File: src/rtl/cfg_proto_pkg.sv
// Shared constants, field positions and types for the chip configuration protocol.
package cfg_proto_pkg;

  localparam logic [1:0]  CONFIG_WRITE_OP = 2'b10;
  localparam logic [1:0]  CONFIG_READ_OP  = 2'b11;
  localparam logic [31:0] MAGIC_NUMBER    = 32'h89504E47;

  localparam int unsigned OP_LSB    = 0;
  localparam int unsigned CHIP_LSB  = 2;
  localparam int unsigned ADDR_LSB  = 10;
  localparam int unsigned DATA_LSB  = 18;
  localparam int unsigned MAGIC_LSB = 26;
  localparam int unsigned REPLY_BIT = 62;
  localparam int unsigned PKT_BITS  = 64;

  typedef enum logic [1:0] {
    RSP_OK      = 2'd0,
    RSP_TIMEOUT = 2'd1,
    RSP_DONE    = 2'd2
  } rsp_status_e;

  typedef enum logic [2:0] {
    IDLE     = 3'd0,
    LOAD     = 3'd1,
    TX_START = 3'd2,
    TX_WAIT  = 3'd3,
    WAIT_RSP = 3'd4
  } state_e;

  // Top bit carries odd parity over everything below it.
  function automatic logic [PKT_BITS-1:0] build_packet(
    input logic       write,
    input logic [7:0] chip,
    input logic [7:0] addr,
    input logic [7:0] data
  );
    logic [PKT_BITS-1:0] pkt;
    pkt                  = '0;
    pkt[OP_LSB +: 2]     = write ? CONFIG_WRITE_OP : CONFIG_READ_OP;
    pkt[CHIP_LSB +: 8]   = chip;
    pkt[ADDR_LSB +: 8]   = addr;
    pkt[DATA_LSB +: 8]   = write ? data : 8'h00;
    pkt[MAGIC_LSB +: 32] = MAGIC_NUMBER;
    pkt[PKT_BITS-1]      = ~^pkt[PKT_BITS-2:0];
    return pkt;
  endfunction

endpackage

File: src/rtl/cfg_rx_filter.sv
// RX word front end: rising-edge detect, parity check, read-reply match and
// registered forwarding of every good word that is not consumed as a reply.
module cfg_rx_filter
  import cfg_proto_pkg::*;
#(
  parameter int unsigned WIDTH     = 64,
  parameter logic [7:0]  GLOBAL_ID = 8'hFF
) (
  input  logic             clk,
  input  logic             reset_n,
  input  logic [WIDTH-1:0] rx_data,
  input  logic             rx_data_flag,
  input  logic             waiting,
  input  logic [7:0]       cmd_chip_id,
  input  logic [7:0]       cmd_addr,
  output logic             reply,
  output logic [WIDTH-2:0] pkt_out,
  output logic             pkt_out_valid,
  output logic [15:0]      parity_errors
);

  logic flag_q;
  logic new_word;
  logic good;
  logic match;
  logic forward;

  assign new_word = rx_data_flag && !flag_q;
  assign good     = ^rx_data;

  always_comb begin
    match = good
         && (rx_data[OP_LSB +: 2] == CONFIG_READ_OP)
         && rx_data[REPLY_BIT]
         && (rx_data[MAGIC_LSB +: 32] == MAGIC_NUMBER)
         && (rx_data[ADDR_LSB +: 8] == cmd_addr)
         && ((rx_data[CHIP_LSB +: 8] == cmd_chip_id) || (cmd_chip_id == GLOBAL_ID));
  end

  // A reply is only consumed while a read is outstanding; otherwise it is just traffic.
  assign reply   = new_word && waiting && match;
  assign forward = new_word && good && !reply;

  always_ff @(posedge clk or negedge reset_n) begin
    if (!reset_n) begin
      flag_q        <= 1'b0;
      pkt_out       <= '0;
      pkt_out_valid <= 1'b0;
      parity_errors <= '0;
    end else begin
      flag_q        <= rx_data_flag;
      pkt_out_valid <= forward;
      if (forward) begin
        pkt_out <= rx_data[WIDTH-2:0];
      end
      if (new_word && !good && (parity_errors != '1)) begin
        parity_errors <= parity_errors + 16'd1;
      end
    end
  end

endmodule

File: src/rtl/cfg_initiator.sv
// Root-of-chain configuration initiator: builds write/read packets for the TX UART,
// matches read replies from the RX UART and reports OK / TIMEOUT / DONE.
module cfg_initiator
  import cfg_proto_pkg::*;
#(
  parameter int unsigned WIDTH          = 64,
  parameter logic [7:0]  GLOBAL_ID      = 8'hFF,
  parameter int unsigned TIMEOUT_CYCLES = 4096
) (
  input  logic             clk,
  input  logic             reset_n,
  input  logic             cmd_valid,
  output logic             cmd_ready,
  input  logic             cmd_write,
  input  logic [7:0]       cmd_chip_id,
  input  logic [7:0]       cmd_addr,
  input  logic [7:0]       cmd_data,
  output logic [WIDTH-1:0] tx_data,
  output logic             ld_tx_data,
  input  logic             tx_busy,
  input  logic [WIDTH-1:0] rx_data,
  input  logic             rx_data_flag,
  output logic             rsp_valid,
  output logic [1:0]       rsp_status,
  output logic [7:0]       rsp_chip_id,
  output logic [7:0]       rsp_data,
  output logic [WIDTH-2:0] pkt_out,
  output logic             pkt_out_valid,
  output logic [15:0]      parity_errors,
  output logic [15:0]      timeouts
);

  localparam logic [15:0] TIMEOUT_LAST = 16'(TIMEOUT_CYCLES - 1);

  state_e      state, state_next;
  rsp_status_e rsp_status_q, rsp_status_next;
  logic        cmd_write_q;
  logic [7:0]  cmd_chip_q, cmd_addr_q;
  logic        start_cnt, start_cnt_next;
  logic [15:0] timer, timer_next;
  logic        ld_next, rsp_valid_next, timeout_inc;
  logic [7:0]  rsp_chip_next, rsp_data_next;
  logic        accept, broadcast, reply, waiting;

  assign accept     = cmd_valid && cmd_ready;
  assign broadcast  = (cmd_chip_q == GLOBAL_ID);
  assign waiting    = (state == WAIT_RSP);
  assign rsp_status = rsp_status_q;

  cfg_rx_filter #(
    .WIDTH     (WIDTH),
    .GLOBAL_ID (GLOBAL_ID)
  ) u_rx_filter (
    .clk           (clk),
    .reset_n       (reset_n),
    .rx_data       (rx_data),
    .rx_data_flag  (rx_data_flag),
    .waiting       (waiting),
    .cmd_chip_id   (cmd_chip_q),
    .cmd_addr      (cmd_addr_q),
    .reply         (reply),
    .pkt_out       (pkt_out),
    .pkt_out_valid (pkt_out_valid),
    .parity_errors (parity_errors)
  );

  always_comb begin
    state_next      = state;
    start_cnt_next  = start_cnt;
    timer_next      = timer;
    ld_next         = 1'b0;
    rsp_valid_next  = 1'b0;
    rsp_status_next = RSP_OK;
    rsp_chip_next   = '0;
    rsp_data_next   = '0;
    timeout_inc     = 1'b0;
    case (state)
      IDLE: begin
        if (accept) state_next = LOAD;
      end
      LOAD: begin
        if (!tx_busy) begin
          ld_next        = 1'b1;
          start_cnt_next = 1'b0;
          state_next     = TX_START;
        end
      end
      TX_START: begin
        // Give the UART two cycles to raise busy, then move on regardless.
        if (tx_busy || start_cnt) state_next = TX_WAIT;
        else                      start_cnt_next = 1'b1;
      end
      TX_WAIT: begin
        if (!tx_busy) begin
          if (cmd_write_q) begin
            rsp_valid_next = 1'b1;
            rsp_chip_next  = cmd_chip_q;
            state_next     = IDLE;
          end else begin
            timer_next = '0;
            state_next = WAIT_RSP;
          end
        end
      end
      WAIT_RSP: begin
        timer_next = timer + 16'd1;
        if (reply) begin
          rsp_valid_next = 1'b1;
          rsp_chip_next  = rx_data[CHIP_LSB +: 8];
          rsp_data_next  = rx_data[DATA_LSB +: 8];
          if (broadcast) timer_next = '0;
          else           state_next = IDLE;
        end else if (timer == TIMEOUT_LAST) begin
          rsp_valid_next = 1'b1;
          rsp_chip_next  = cmd_chip_q;
          state_next     = IDLE;
          if (broadcast) begin
            rsp_status_next = RSP_DONE;
          end else begin
            rsp_status_next = RSP_TIMEOUT;
            timeout_inc     = 1'b1;
          end
        end
      end
      default: state_next = IDLE;
    endcase
  end

  always_ff @(posedge clk or negedge reset_n) begin
    if (!reset_n) begin
      state        <= IDLE;
      cmd_ready    <= 1'b0;
      cmd_write_q  <= 1'b0;
      cmd_chip_q   <= '0;
      cmd_addr_q   <= '0;
      tx_data      <= '0;
      ld_tx_data   <= 1'b0;
      start_cnt    <= 1'b0;
      timer        <= '0;
      rsp_valid    <= 1'b0;
      rsp_status_q <= RSP_OK;
      rsp_chip_id  <= '0;
      rsp_data     <= '0;
      timeouts     <= '0;
    end else begin
      state        <= state_next;
      cmd_ready    <= (state_next == IDLE);
      ld_tx_data   <= ld_next;
      start_cnt    <= start_cnt_next;
      timer        <= timer_next;
      rsp_valid    <= rsp_valid_next;
      rsp_status_q <= rsp_status_next;
      rsp_chip_id  <= rsp_chip_next;
      rsp_data     <= rsp_data_next;
      if (accept) begin
        cmd_write_q <= cmd_write;
        cmd_chip_q  <= cmd_chip_id;
        cmd_addr_q  <= cmd_addr;
        tx_data     <= WIDTH'(build_packet(cmd_write, cmd_chip_id, cmd_addr, cmd_data));
      end
      if (timeout_inc && (timeouts != '1)) begin
        timeouts <= timeouts + 16'd1;
      end
    end
  end

endmodule

File: config.mk
export PLATFORM = sky130hd
export DESIGN_NAME = cfg_initiator
export DESIGN_NICKNAME = d
export VERILOG_FILES = /design/src/rtl/cfg_proto_pkg.sv /design/src/rtl/cfg_rx_filter.sv /design/src/rtl/cfg_initiator.sv
export SDC_FILE = /design/constraint.sdc
export NUM_CORES = 1
export LEC_CHECK = 0
export BUFFER_PORTS_ARGS = -buffer_cell sky130_fd_sc_hd__buf_2
export CAP_MARGIN = 10
export CORE_MARGIN = 1
export CORE_UTILIZATION = 51
export CTS_CLUSTER_DIAMETER = 80
export DETAILED_ROUTE_END_ITERATION = 7
export GPL_TIMING_DRIVEN = 0
export PLACE_DENSITY = 0.79
export SYNTH_ARGS = -nofsm -noshare
export SYNTH_HDL_FRONTEND = slang
export SYNTH_SLANG_ARGS = --single-unit
File: constraint.sdc
create_clock -name clk -period 5.79 [get_ports clk]
set_input_delay 1.158 -clock clk [delete_from_list [all_inputs] [get_ports clk]]
set_output_delay 1.158 -clock clk [all_outputs]
set_load 0.01 [all_outputs]
After elaboration in Yosys (flattened, before gate mapping)
Index checks and enable logic that the tools add are counted.
{"block": "totals", "out_inout_bits": 181, "reg_bits": 195}
{"block": "classes", "n_mux": 41, "n_eq_ne": 16, "addsub": 3, "n_reduce_logical": 27}
{"op": "$mux 16", "n": 4}
{"op": "$reduce_xor 64->1", "n": 1}
{"op": "$reduce_xnor 63->1", "n": 1}
{"op": "$mux 8", "n": 7}
{"op": "$add 16x1->16 const B", "n": 3}
{"op": "$eq 32x32->1 const B", "n": 1}
{"op": "$ne 16x16->1 const B", "n": 2}
{"op": "$pmux 16 s2", "n": 1}
{"op": "$mux 3", "n": 8}
{"op": "$eq 16x12->1 const B", "n": 1}
{"op": "$eq 8x8->1", "n": 2}
{"op": "$pmux 8 s2", "n": 1}
{"op": "$pmux 3 s5", "n": 1}
{"op": "$logic_and 1x1->1", "n": 14}
{"op": "$mux 1", "n": 13}
{"op": "$eq 8x8->1 const B", "n": 1}
{"op": "$mux 2", "n": 4}
{"op": "$ne 2x2->1 const B", "n": 4}
{"op": "$eq 3x2->1 const B", "n": 2}
{"op": "$logic_not 3->1", "n": 2}
{"op": "$reduce_and 3->1", "n": 2}
{"op": "$pmux 1 s2", "n": 2}
{"op": "$reduce_bool 2->1", "n": 2}
{"op": "$eq 3x1->1 const B", "n": 1}
{"op": "4 further kinds", "n": 7}

Longest topological paths before layout
Gate-level depths: netlist (run 1).
{"block": "depth", "depth_word": 10, "mapped_depth": 12, "depth_no_buf": 10}

Cells and area by module
A second synthesis (run 1) with hierarchy kept.
{"block": "unflattened", "hier_cells": 682, "hier_area_um2": 8150.3}
{"module": "cfg_rx_filter", "area_per_inst_um2": 4088.9, "cells_per_inst": 311, "instances": 1, "seq_area_each_um2": 2026.9}
{"module": "cfg_initiator", "area_per_inst_um2": 4061.4, "cells_per_inst": 371, "instances": 1, "seq_area_each_um2": 2127.0}

Worst setup path after synthesis (run 1)
No wires, ideal clock.
{"block": "synth_path", "path_type": "input port to flip-flop", "start": "input port rx_data[42]", "end": "register u_rx_filter.pkt_out[0]", "arrival_time_ns": 3.461, "slack_ns": 2.204, "cell_stages": 11, "setup_time_ns": 0.125, "cell_sequence": "inv_1 ha_1 xnor2_1 xnor2_1 xnor2_1 xnor2_1 xor3_2 nor3b_2 buf_4 buf_6 mux2_2"}
{"block": "synth_between", "elab_chain_len": 9}
{"item": "start: declaration", "line": "cfg_initiator.sv:21", "text": "input logic [WIDTH-1:0] rx_data,"}
{"item": "$reduce_xor 64->1", "line": "cfg_rx_filter.sv:29", "text": "assign good = ^rx_data;"}
{"item": "$logic_and 1x1->1", "line": "cfg_rx_filter.sv:33", "text": "&& (rx_data[OP_LSB +: 2] == CONFIG_READ_OP)"}
{"item": "$logic_and 1x1->1", "line": "cfg_rx_filter.sv:34", "text": "&& rx_data[REPLY_BIT]"}
{"item": "$logic_and 1x1->1", "line": "cfg_rx_filter.sv:35", "text": "&& (rx_data[MAGIC_LSB +: 32] == MAGIC_NUMBER)"}
{"item": "$logic_and 1x1->1", "line": "cfg_rx_filter.sv:36", "text": "&& (rx_data[ADDR_LSB +: 8] == cmd_addr)"}
{"item": "$logic_and 1x1->1", "line": "cfg_rx_filter.sv:37", "text": "&& ((rx_data[CHIP_LSB +: 8] == cmd_chip_id) || (cmd_chip_id == GLOBAL_ID));"}
{"item": "$logic_and 1x1->1", "line": "cfg_rx_filter.sv:41", "text": "assign reply = new_word && waiting && match;"}
{"item": "$logic_not 1->1", "line": "cfg_rx_filter.sv:42", "text": "assign forward = new_word && good && !reply;"}
{"item": "$logic_and 1x1->1 *", "line": "cfg_rx_filter.sv:42"}
{"item": "end signal: assignment", "line": "cfg_rx_filter.sv:54", "text": "pkt_out <= rx_data[WIDTH-2:0];"}
{"item": "end: declaration", "line": "cfg_rx_filter.sv:17", "text": "output logic [WIDTH-2:0] pkt_out,"}
Mark *: on every way between the ends. The rest lies on a longest branch, timed or not.
A chain may end at the register's enable or synchronous reset.

Final worst setup path (run 1)
{"block": "layout_path", "start": "input port rx_data[51]", "end": "register timeouts[5]"}
{"block": "layout_between", "elab_chain_len": 10}
{"item": "$reduce_xor 64->1", "line": "cfg_rx_filter.sv:29"}
{"item": "$logic_and 1x1->1", "line": "cfg_rx_filter.sv:33"}
{"item": "$logic_and 1x1->1", "line": "cfg_rx_filter.sv:34"}
{"item": "$logic_and 1x1->1 *", "line": "cfg_rx_filter.sv:35"}
{"item": "$logic_and 1x1->1 *", "line": "cfg_rx_filter.sv:36"}
{"item": "$logic_and 1x1->1 *", "line": "cfg_rx_filter.sv:37"}
{"item": "$logic_and 1x1->1 *", "line": "cfg_rx_filter.sv:41"}
{"item": "$mux 1 *", "line": "cfg_initiator.sv:107", "text": "if (reply) begin"}
{"item": "$mux 1 *", "line": "cfg_initiator.sv:77", "text": "case (state)"}
{"item": "$logic_and 1x1->1 *", "line": "cfg_initiator.sv:161", "text": "if (timeout_inc && (timeouts != '1)) begin"}
{"item": "end signal: assignment", "line": "cfg_initiator.sv:162", "text": "timeouts <= timeouts + 16'd1;"}
{"item": "end: declaration", "line": "cfg_initiator.sv:30", "text": "output logic [15:0] timeouts"}
Marked as above.

==> flow_summary.toml, run 1 <==
[outcome]
status = "completed"

[logic_synthesis]
synthTopCellsByArea = "dfrtp_1, mux2_2, xnor2_1"
ys_types = 41
ys.flop_type = "dfrtp_1"
synth_top_cell_by_area = "dfrtp_1"
synthArstFlopShare = 1.00
synth_area_per_cell_um2 = 11.6
synth_edf_count = 0
yosysTopAreaCellShare = 0.508
seq_area_frac_synth = 0.508
syn-cell-area_um2 = 8180
synth_cells = 706
ys_seq_elements = 166
synth_warnings = 0

[timing]
finalSetupTns_ns = 0
maxSlewViolCount = 0
finalCritPeriodShare = 0.660
fin_worst_skew_ns = 0.0121
period_needed_ns = 3.82
tightestPinTransition_ns = 0.779
rsz0062_at_grt = "false"
relSlewSlack = 0.477
hold_viol = 0
clock.fmax_ghz = 0.262
setup_viol = 0

[floorplan]
core-area_um2 = 15400
fp.dieH_um = 129
rows = 45
die-area_um2 = 16600
start_util = 0.530
die_w_um = 129
io_pins = 275

[cts]
hold_buffers = 0
clk_path_buf_depth = 2
postCtsResizedCells = 0
clk_transition_reported_paths_ns = 0.07
clock-root-buffer = "clkbuf_16"
numCtsBuffers = 17
clock-sinks = 166
cts_tree = "done"
cts_setup_buffers = 0
clkLatencyLatePin_ns = 0.42
cts_max_level = 4

[setup_path]
max_stage_delay_ns = 0.66
crit_arrival_ns = 4.13
crit_required_ns = 6.09
reg2reg_from = "cmd_addr_q[1]$_DFFE_PN0P_"
r2r-end = "timer[3]$_DFFE_PN0P_"
startpoint_type = "input pin"
cp.depth = 12
reg2regPathDepth = 8
crit_buf_inv = 3
cp_common_cell = "xnor2_1"
critPathMaxFanout = 10
path_cells = "buf_2 -> inv_1 -> ha_1 -> xnor2_1 -> xnor2_1 -> xnor2_1 -> xnor2_1 -> xor3_2 -> o21ai_1 -> buf_6 -> nor2_1 -> xor2_1"
path_class = "input pin to flip-flop"
crit_family = "XOR/XNOR gates"
cp-startpoint = "rx_data[51]"
endpoint = "timeouts[5]$_DFFE_PN0P_"
endpoint_kind = "flip-flop"
critPathSlowestCell = "o21ai_1"
r2r_slack_ns = 2.81

[flow_run]
max_cap_viol_count = 0

[global_route]
grt_overflow_total = 0
grt_pass1_vias = 5914
grtUsageTotal = 0.246
grt_max_degree = 86
grt_pass1_wl_um = 30800
antenna_found_initial = 1

[placed_design]
portBuffers = 250
place_area_um2 = 9820
gp_congestion = 0.829
place_inst = 1191
hpwl_um = 15100

[cells_and_area]
seqCellArea_um2 = 4150
multi_input_area_um2 = 3600
final_area_um2 = 10400
final_cells = 1223
diodes = 0
drive_gt1_frac = 0.415
nFillCells = 1242
syn2layout_area_growth_pct = 27.0
fin_nets = 1113

[power]
p_leak_uw = 0.00520
cellPowerDensity_nw_per_um2 = 486
vdd_drop_max_mv = 0.255

[drt]
final_antenna_net_count = 0
drc_errors = 0
first_iter_violations = 280
wirelength_um = 19600
routedWlPerCell_um = 16.1
dr.pass1.iters = 5
viasPerCell = 5.02
vias = 6144

[min_path]
hold_class = "flip-flop to flip-flop"
## sequential cells by signal, summed over array words and instances (netlist names)
register and count:
u_rx_filter.pkt_out 63, timeouts 16, timer 16, u_rx_filter.parity_errors 16, tx_data 13, rsp_chip_id 8, rsp_data 8, cmd_addr_q 7
cmd_chip_q 7, state 3, rsp_status 2, cmd_ready 1, cmd_write_q 1, ld_tx_data 1, rsp_valid 1, start_cnt 1
u_rx_filter.flag_q 1, u_rx_filter.pkt_out_valid 1
## layer usage
metal	vias up	wire length [um]	track usage
met5	-	13	0
li1	2950	-	-
met2	230	9250	0.399
met4	2	536	0.102
met3	45	1400	0.0711
met1	2917	8440	0.309
## report_power, final
| group | switching, uW | leakage (uW) | internal (uW) |
|---|---|---|---|
| clock network | 481 | 0.000266 | 606 |
| registers | 254 | 0.00210 | 1540 |
| logic | 1090 | 0.00284 | 1080 |
| total | 1820 | 0.00520 | 3230 |
## cells in the mapped netlist, types with 6 or more instances
cell type    n
o21ai_0     23
dfrtp_1    166
nand2_1     50
nor3_1      12
nand4_1     12
nand3_1     26
buf_6        7
nor4_1       6
a211oi_1     9
xnor2_1     83
inv_1       25
ha_1        20
xor2_1      31
and3_1      16
nor2_1      25
a22o_1      10
mux2_2      83
a21oi_1      7
o21ai_1      8
buf_4       40
and2_1      10
clkbuf_1     9
## layout make-up
| cell class | count | area share |
|---|---|---|
| clock buffers | 18 | 0.0423 |
| inverters | 25 | 0.00904 |
| plain buffers | 58 | 0.0406 |
| clock inverters | 14 | 0.0122 |
| repair buffers | 251 | 0.124 |
| well taps | 211 | 0.0254 |
| multi-input cells | 480 | 0.346 |
| flip-flops and latches | 166 | 0.400 |
## placed cells by master, fill, tap and decap left out, types with 20 or more instances in the layout
cell,n
o21ai_0,23
nor2_1,25
xor2_1,31
buf_4,40
inv_1,25
dfrtp_1,166
conb_1,24
nand3_1,26
mux2_2,83
ha_1,20
xnor2_1,83
nand2_1,50
buf_2,250
## worst min-delay path: cells and delay by family (launching register included)
family | cells | cell delay (ns)
AOI/OAI and AO/OA | 1 | 0.06
and+or+nand+nor | 1 | 0.04
DFF | 1 | 0.34
## stage by stage
stage	total power (uW)	worst slack [ns]	hold slack [ns]	utilization
6_report	5050	1.97	0.478	0.673
5_1_grt	5350	1.82	0.506	0.673
4_1_cts	5080	2.01	0.481	0.673
3_5_place_dp	3980	1.58	0.467	0.636
3_3_place_gp	3920	1.04	0.459	0.634
2_1_floorplan	3220	2.20	0.443	-
## cells by family after synthesis
logic type,synth area share
AO/OA/AOI/OAI,0.0492
XOR/XNOR,0.128
adder cells (fa/ha/maj),0.0306
buffers and inverters,0.0630
flip-flops,0.508
multiplexers,0.115
other,0.000458
AND/OR/NAND/NOR,0.106
## how the worst min path moves through the flow
| stage | startpoint | to | slack [ns] | depth (start not counted) |
|---|---|---|---|---|
| final | tx_data[21]$_DFFE_PN0P_ | tx_data[21]$_DFFE_PN0P_ | 0.48 | 2 |
| after global routing | u_rx_filter.parity_errors[7]$_DFFE_PN0P_ | u_rx_filter.parity_errors[7]$_DFFE_PN0P_ | 0.51 | 1 |
| after CTS | tx_data[21]$_DFFE_PN0P_ | tx_data[21]$_DFFE_PN0P_ | 0.48 | 2 |
| after detailed placement | tx_data[21]$_DFFE_PN0P_ | tx_data[21]$_DFFE_PN0P_ | 0.47 | 2 |
| after global placement | tx_data[19]$_DFFE_PN0P_ | tx_data[19]$_DFFE_PN0P_ | 0.46 | 2 |
| after floorplan | timer[11]$_DFFE_PN0P_ | timer[11]$_DFFE_PN0P_ | 0.44 | 1 |
Note: power is estimated with default switching activity, not from simulation.
==> inputs of run 2 (changes only) <==
CORE_UTILIZATION = 46   (was 51)
PLACE_DENSITY = 0.75   (was 0.79)
clock period = 3.4 ns   (was 5.79 ns; I/O delays follow)
==> run 2 against run 1 <==
Critical path type unchanged. Highest routed layer is now met4. Die area increased by 11%. Utilization fell by 7.4 points. Combinational power up 73%. Cell count increased by 1.1%. Clock skew decreased by 0.0032 ns. Largest power group unchanged.
==> flow_summary.toml, run 2 (synthesized netlist as in run 1, its figures left out) <==
[power]
power.share.clock = 0.212
combPwrFrac = 0.433
p_seq_frac = 0.355
p_leak_uw = 0.00521
cellPowerDensity_nw_per_um2 = 829
power.switching_uw = 3090
p_int_uw = 5530
switching_share = 0.358
vdd_drop_max_mv = 0.565

[min_path]
hold_class = "input pin to asynchronous set/reset pin"

[cells_and_area]
drive_gt1_frac = 0.412
layout_commonest_cell = "buf_2"
final_area_um2 = 10400
syn2layout_area_growth_pct = 27.1
largest_reg_flops = 63
layout.cells.most_common_list = "buf_2, dfrtp_1, xnor2_1, mux2_2, nand2_1"
top_register = "u_rx_filter.pkt_out"
final_util = 0.599
fin_nets = 1113
diodes = 0

[cts]
cts_tree = "done"
cts_setup_buffers = 0
clock-sinks = 166
clk_path_buf_depth = 2
clock-root-buffer = "clkbuf_16"
numCtsBuffers = 17
hold_buffers = 0
clk_transition_reported_paths_ns = 0.06
cts_max_level = 4
clkLatencyLatePin_ns = 0.42

[global_route]
grt_overflow_total = 0
grt_pass1_wl_um = 31800
grt_max_degree = 88
antenna_found_initial = 0
grtUsageTotal = 0.227
grt_pass1_vias = 6128

[floorplan]
start_util = 0.471
rows = 48
core-area_um2 = 17400
die_w_um = 135
io_pins = 275
fp.dieH_um = 135
die-area_um2 = 18300

[timing]
finalSetupTns_ns = 0
setup_viol = 0
hold_viol = 0
relSlewSlack = 0.524
tightestPinTransition_ns = 0.710
period_needed_ns = 3.25
clock.fmax_ghz = 0.308
fin_worst_skew_ns = 0.00886
rsz0062_at_grt = "false"
whs_ns = 0.217
finalCritPeriodShare = 0.955
maxSlewViolCount = 0

[setup_path]
crit_buf_inv = 4
path_cells = "buf_2 -> inv_1 -> ha_1 -> xor2_1 -> xnor2_1 -> xnor2_1 -> xnor2_1 -> xor3_2 -> nor3b_2 -> buf_4 -> buf_6 -> mux2_2"
cp.depth = 12
crit_family = "XOR/XNOR gates"
r2r_slack_ns = 0.59
reg2regPathDepth = 8
crit_arrival_ns = 3.55
endpoint_kind = "flip-flop"
startpoint_type = "input pin"
path_class = "input pin to flip-flop"
max_stage_delay_ns = 0.53
cp_common_cell = "xnor2_1"
r2r-end = "timer[3]$_DFFE_PN0P_"
critPathMaxFanout = 10
reg2reg_from = "cmd_addr_q[1]$_DFFE_PN0P_"
crit_required_ns = 3.70
critPathSlowestCell = "xor3_2"

[drt]
final_antenna_net_count = 0
vias = 6133
first_iter_violations = 326
dr.pass1.iters = 4
routedWlPerCell_um = 16.2
wirelength_um = 20000
drc_errors = 0
viasPerCell = 4.96

[flow_run]
max_cap_viol_count = 0

[outcome]
status = "completed"

[placed_design]
hpwl_um = 15300
gp_congestion = 0.814
portBuffers = 250
place_area_um2 = 9840
==> run 2: cell count changes in the layout (fill, tap and decap cells not counted) <==
cell and change:
clkbuf_8 +2, clkbuf_1 +4, clkinv_2 +1, o21ai_1 -1
o21ai_2 +1, inv_6 -4, clkinvlp_4 -3
==> run 2: worst reg2reg max path, delay by kind of cell (launching register included) <==
kind	cells	cell delay (ns)
AND/OR/NAND/NOR	3	1.27
flip-flops	1	0.42
buffers and inverters	2	0.40
XOR/XNOR	1	0.19
AO/OA/AOI/OAI	2	0.42
==> run 2: worst max path at each step <==
stage	start	end	slack (ns)
floorplan	rx_data[42]	u_rx_filter.pkt_out[0]$_DFFE_PN0P_	0.29
global placement	reset_n	timeouts[6]$_DFFE_PN0P_	-0.97
detailed placement	rx_data[41]	timeouts[10]$_DFFE_PN0P_	-0.36
CTS	rx_data[42]	timeouts[14]$_DFFE_PN0P_	0.06
global route	rx_data[41]	u_rx_filter.pkt_out[61]$_DFFE_PN0P_	0.04
finish	rx_data[41]	u_rx_filter.pkt_out[47]$_DFFE_PN0P_	0.15
==> run 2: area by class of cell <==
cell class	instances	area, um2
Fill cell	1473	6960
Timing Repair Buffer	251	1290
Clock inverter	8	73.8
Multi-Input combinational cell	480	3600
Inverter	25	93.8
Sequential cell	166	4150
Clock buffer	24	482
Tap cell	225	282
Buffer	58	422
==> run 2: through the flow <==
step	total power, uW	instances	setup WS, ns
final	8620	1237	0.154
after global placement	6730	1204	-0.972
after CTS	8690	1237	0.0649
after global routing	9130	1237	0.0398
after detailed placement	6850	1205	-0.362
after floorplan	5490	729	0.292
==> run 2: power by group through the flow <==
stage / Clock, uW / Sequential, uW / Combinational [uW]
2_1_floorplan: 0 / 3310 / 2180
3_3_place_gp: 0 / 3060 / 3670
3_5_place_dp: 0 / 3090 / 3750
4_1_cts: 1860 / 3060 / 3760
5_1_grt: 1940 / 3140 / 4050
6_report: 1820 / 3060 / 3730
==> run 2: timing repair <==
action | in CTS | in global routing
setup endpoints to repair | 0 | 9
resized for setup | 0 | 1
hold endpoints to repair | 0 | 0
==> run 2: metal layers <==
| layer | track usage | vias to the layer above | wire [um] |
|---|---|---|---|
| li1 | - | 2947 | - |
| met1 | 0.293 | 2962 | 8610 |
| met2 | 0.382 | 204 | 9810 |
| met3 | 0.0449 | 20 | 1240 |
| met4 | 0.0743 | 0 | 326 |
| met5 | 0 | - | 0 |
==> inputs of run 3 (changes only) <==
ABC_CLOCK_PERIOD_IN_PS = 3400   (was default)
CORE_MARGIN = default   (was 1)
SETUP_SLACK_MARGIN = 0.4   (was default)
==> run 3 against run 2 <==
First-iteration DRC count shrank 8.3%. Utilization is 2.6 points higher. Hold slack got worse by 0.021 ns. Sequential share of layout area down 1.7 points. Clock skew rose by 0.0023 ns. Critical path depth fell by 1. Sequential cell count stayed put. Fmax rose by 8.0%. Power increased by 6.2%. Critical path type unchanged.
==> flow_summary.toml, run 3 (synthesized netlist as in run 1, its figures left out) <==
[outcome]
status = "completed"

[timing]
hold_viol = 0
tightestPinTransition_ns = 0.738
maxSlewViolCount = 0
rsz0062_at_grt = "true"
finalSetupTns_ns = 0
period_needed_ns = 3.01
finalCritPeriodShare = 0.884
clock.fmax_ghz = 0.333
relSlewSlack = 0.508
setup_viol = 0
fin_worst_skew_ns = 0.0111

[cells_and_area]
layout.cells.most_common_list = "buf_2, dfrtp_1, mux2_2"
largest_reg_flops = 63
drive_gt1_frac = 0.457
fin_nets = 1121
nFillCells = 1407
layout_commonest_cell = "buf_2"
top_register = "u_rx_filter.pkt_out"
final_util = 0.625
syn2layout_area_growth_pct = 32.7

[floorplan]
die-area_um2 = 18300
fp.dieH_um = 135
io_pins = 275
die_w_um = 135
core-area_um2 = 17400
start_util = 0.471
rows = 48

[drt]
routedWlPerCell_um = 16.7
met3_length_um = 1320
drc_errors = 0
wl_met2_um = 10200
dr.pass1.iters = 6
final_antenna_net_count = 0
first_iter_violations = 299
vias = 6232
wl_met1_um = 8780
top_layer_used = "met4"
wirelength_um = 20800
viasPerCell = 5.01

[cts]
clk_path_buf_depth = 2
clk_transition_reported_paths_ns = 0.06
clock-sinks = 166
clock-root-buffer = "clkbuf_16"
numCtsBuffers = 17
cts_tree = "done"
clkLatencyLatePin_ns = 0.42
cts_max_level = 4

[setup_path]
path_class = "input pin to flip-flop"
cp_common_cell = "xnor2_2"
crit_family = "XOR/XNOR gates"
critPathMaxFanout = 10
endpoint_kind = "flip-flop"
crit_buf_inv = 3
max_stage_delay_ns = 0.54
path_cells = "buf_2 -> ha_4 -> xnor2_2 -> xnor2_2 -> xnor2_2 -> xnor2_2 -> xor3_2 -> nor3b_4 -> buf_6 -> buf_6 -> mux2_2"
r2r_slack_ns = 0.67
startpoint_type = "input pin"
crit_arrival_ns = 3.30
critPathSlowestCell = "xor3_2"
crit_required_ns = 3.70

[global_route]
grt_pass1_wl_um = 31500
grt_overflow_total = 0
antenna_found_initial = 2
grt_pass1_vias = 6050
grt_max_degree = 102
grtUsageTotal = 0.225

[placed_design]
portBuffers = 250
hpwl_um = 15200
gp_congestion = 0.823

[min_path]
hold_class = "input pin to asynchronous set/reset pin"

[flow_run]
max_cap_viol_count = 0

[power]
vdd_drop_max_mv = 0.601
cellPowerDensity_nw_per_um2 = 843
p_leak_uw = 0.00535
-- run 3: changes by cell type in the layout (fill, tap and decap cells not counted), moves of 4 or more --
cell / delta
inv_1: -10
ha_1: -14
xnor2_1: -12
ha_4: +14
mux2_4: +6
mux2_2: -6
buf_4: +4
inv_2: +10
xnor2_2: +11
-- run 3: area by class of cell --
| cell class | instances | area (um2) | area share |
|---|---|---|---|
| buffer | 58 | 447 | 0.0411 |
| antenna | 2 | 5.00 | 0.000461 |
| tap | 225 | 282 | 0.0259 |
| sequential | 166 | 4150 | 0.383 |
| clock buffer | 22 | 454 | 0.0418 |
| clock inverter | 8 | 103 | 0.00945 |
| multi-input combinational | 480 | 3950 | 0.364 |
| timing repair buffer | 259 | 1370 | 0.126 |
| inverter | 25 | 93.8 | 0.00864 |
-- run 3: routing by layer --
layer  global-route usage  vias up
li1                     -     2961
met1                0.280     3038
met2                0.371      199
met3               0.0584       34
met4               0.0899        0
met5                    0        -
-- run 3: worst reg2reg max path: stages (launching register included) --
cell and delay (ns):
dfrtp_1 0.40, ha_1 0.21, and3_1 0.21, and3_1 0.25, and3_1 0.28, nand3_1 0.21, nor3_1 0.39, o21ai_4 0.18
or3_1 0.35, xnor2_1 0.13
-- run 3: what timing repair did --
item,4_1_cts,5_1_grt
resized for setup,2,34
buffers inserted,1,5
setup endpoints to repair,109,93
gates cloned,0,2
pin swaps,2,8
hold buffers,0,0
-- run 3: where the power goes --
group,internal [uW],switching [uW]
registers,2630,420
logic,2200,2050
clock network,1090,755
total,5930,3230
-- run 3: stage by stage --
step	cell area, um2	hold slack, ns	power (uW)	std cells	worst slack, ns
after detailed placement	9980	0.469	6880	1205	-0.284
after global routing	10900	0.232	9690	1245	0.283
after CTS	10600	0.212	8830	1236	0.403
final	10900	0.196	9150	1245	0.393
after global placement	9940	0.459	6770	1204	-0.942
after floorplan	8410	0.384	5560	729	0.369
-- run 3: path summary, 6_finish.rpt --
kind,start,to,depth (start not counted)
worst max-delay path,rx_data[36],u_rx_filter.pkt_out[38]$_DFFE_PN0P_,11
worst min register to register,tx_data[21]$_DFFE_PN0P_,tx_data[21]$_DFFE_PN0P_,2
min in group clk,rx_data_flag,u_rx_filter.flag_q$_DFF_PN0_,1
max in group asynchronous,reset_n,timer[1]$_DFFE_PN0P_,2
worst max register to register,timer[1]$_DFFE_PN0P_,timeouts[8]$_DFFE_PN0P_,9
worst min-delay path,reset_n,timeouts[3]$_DFFE_PN0P_,1
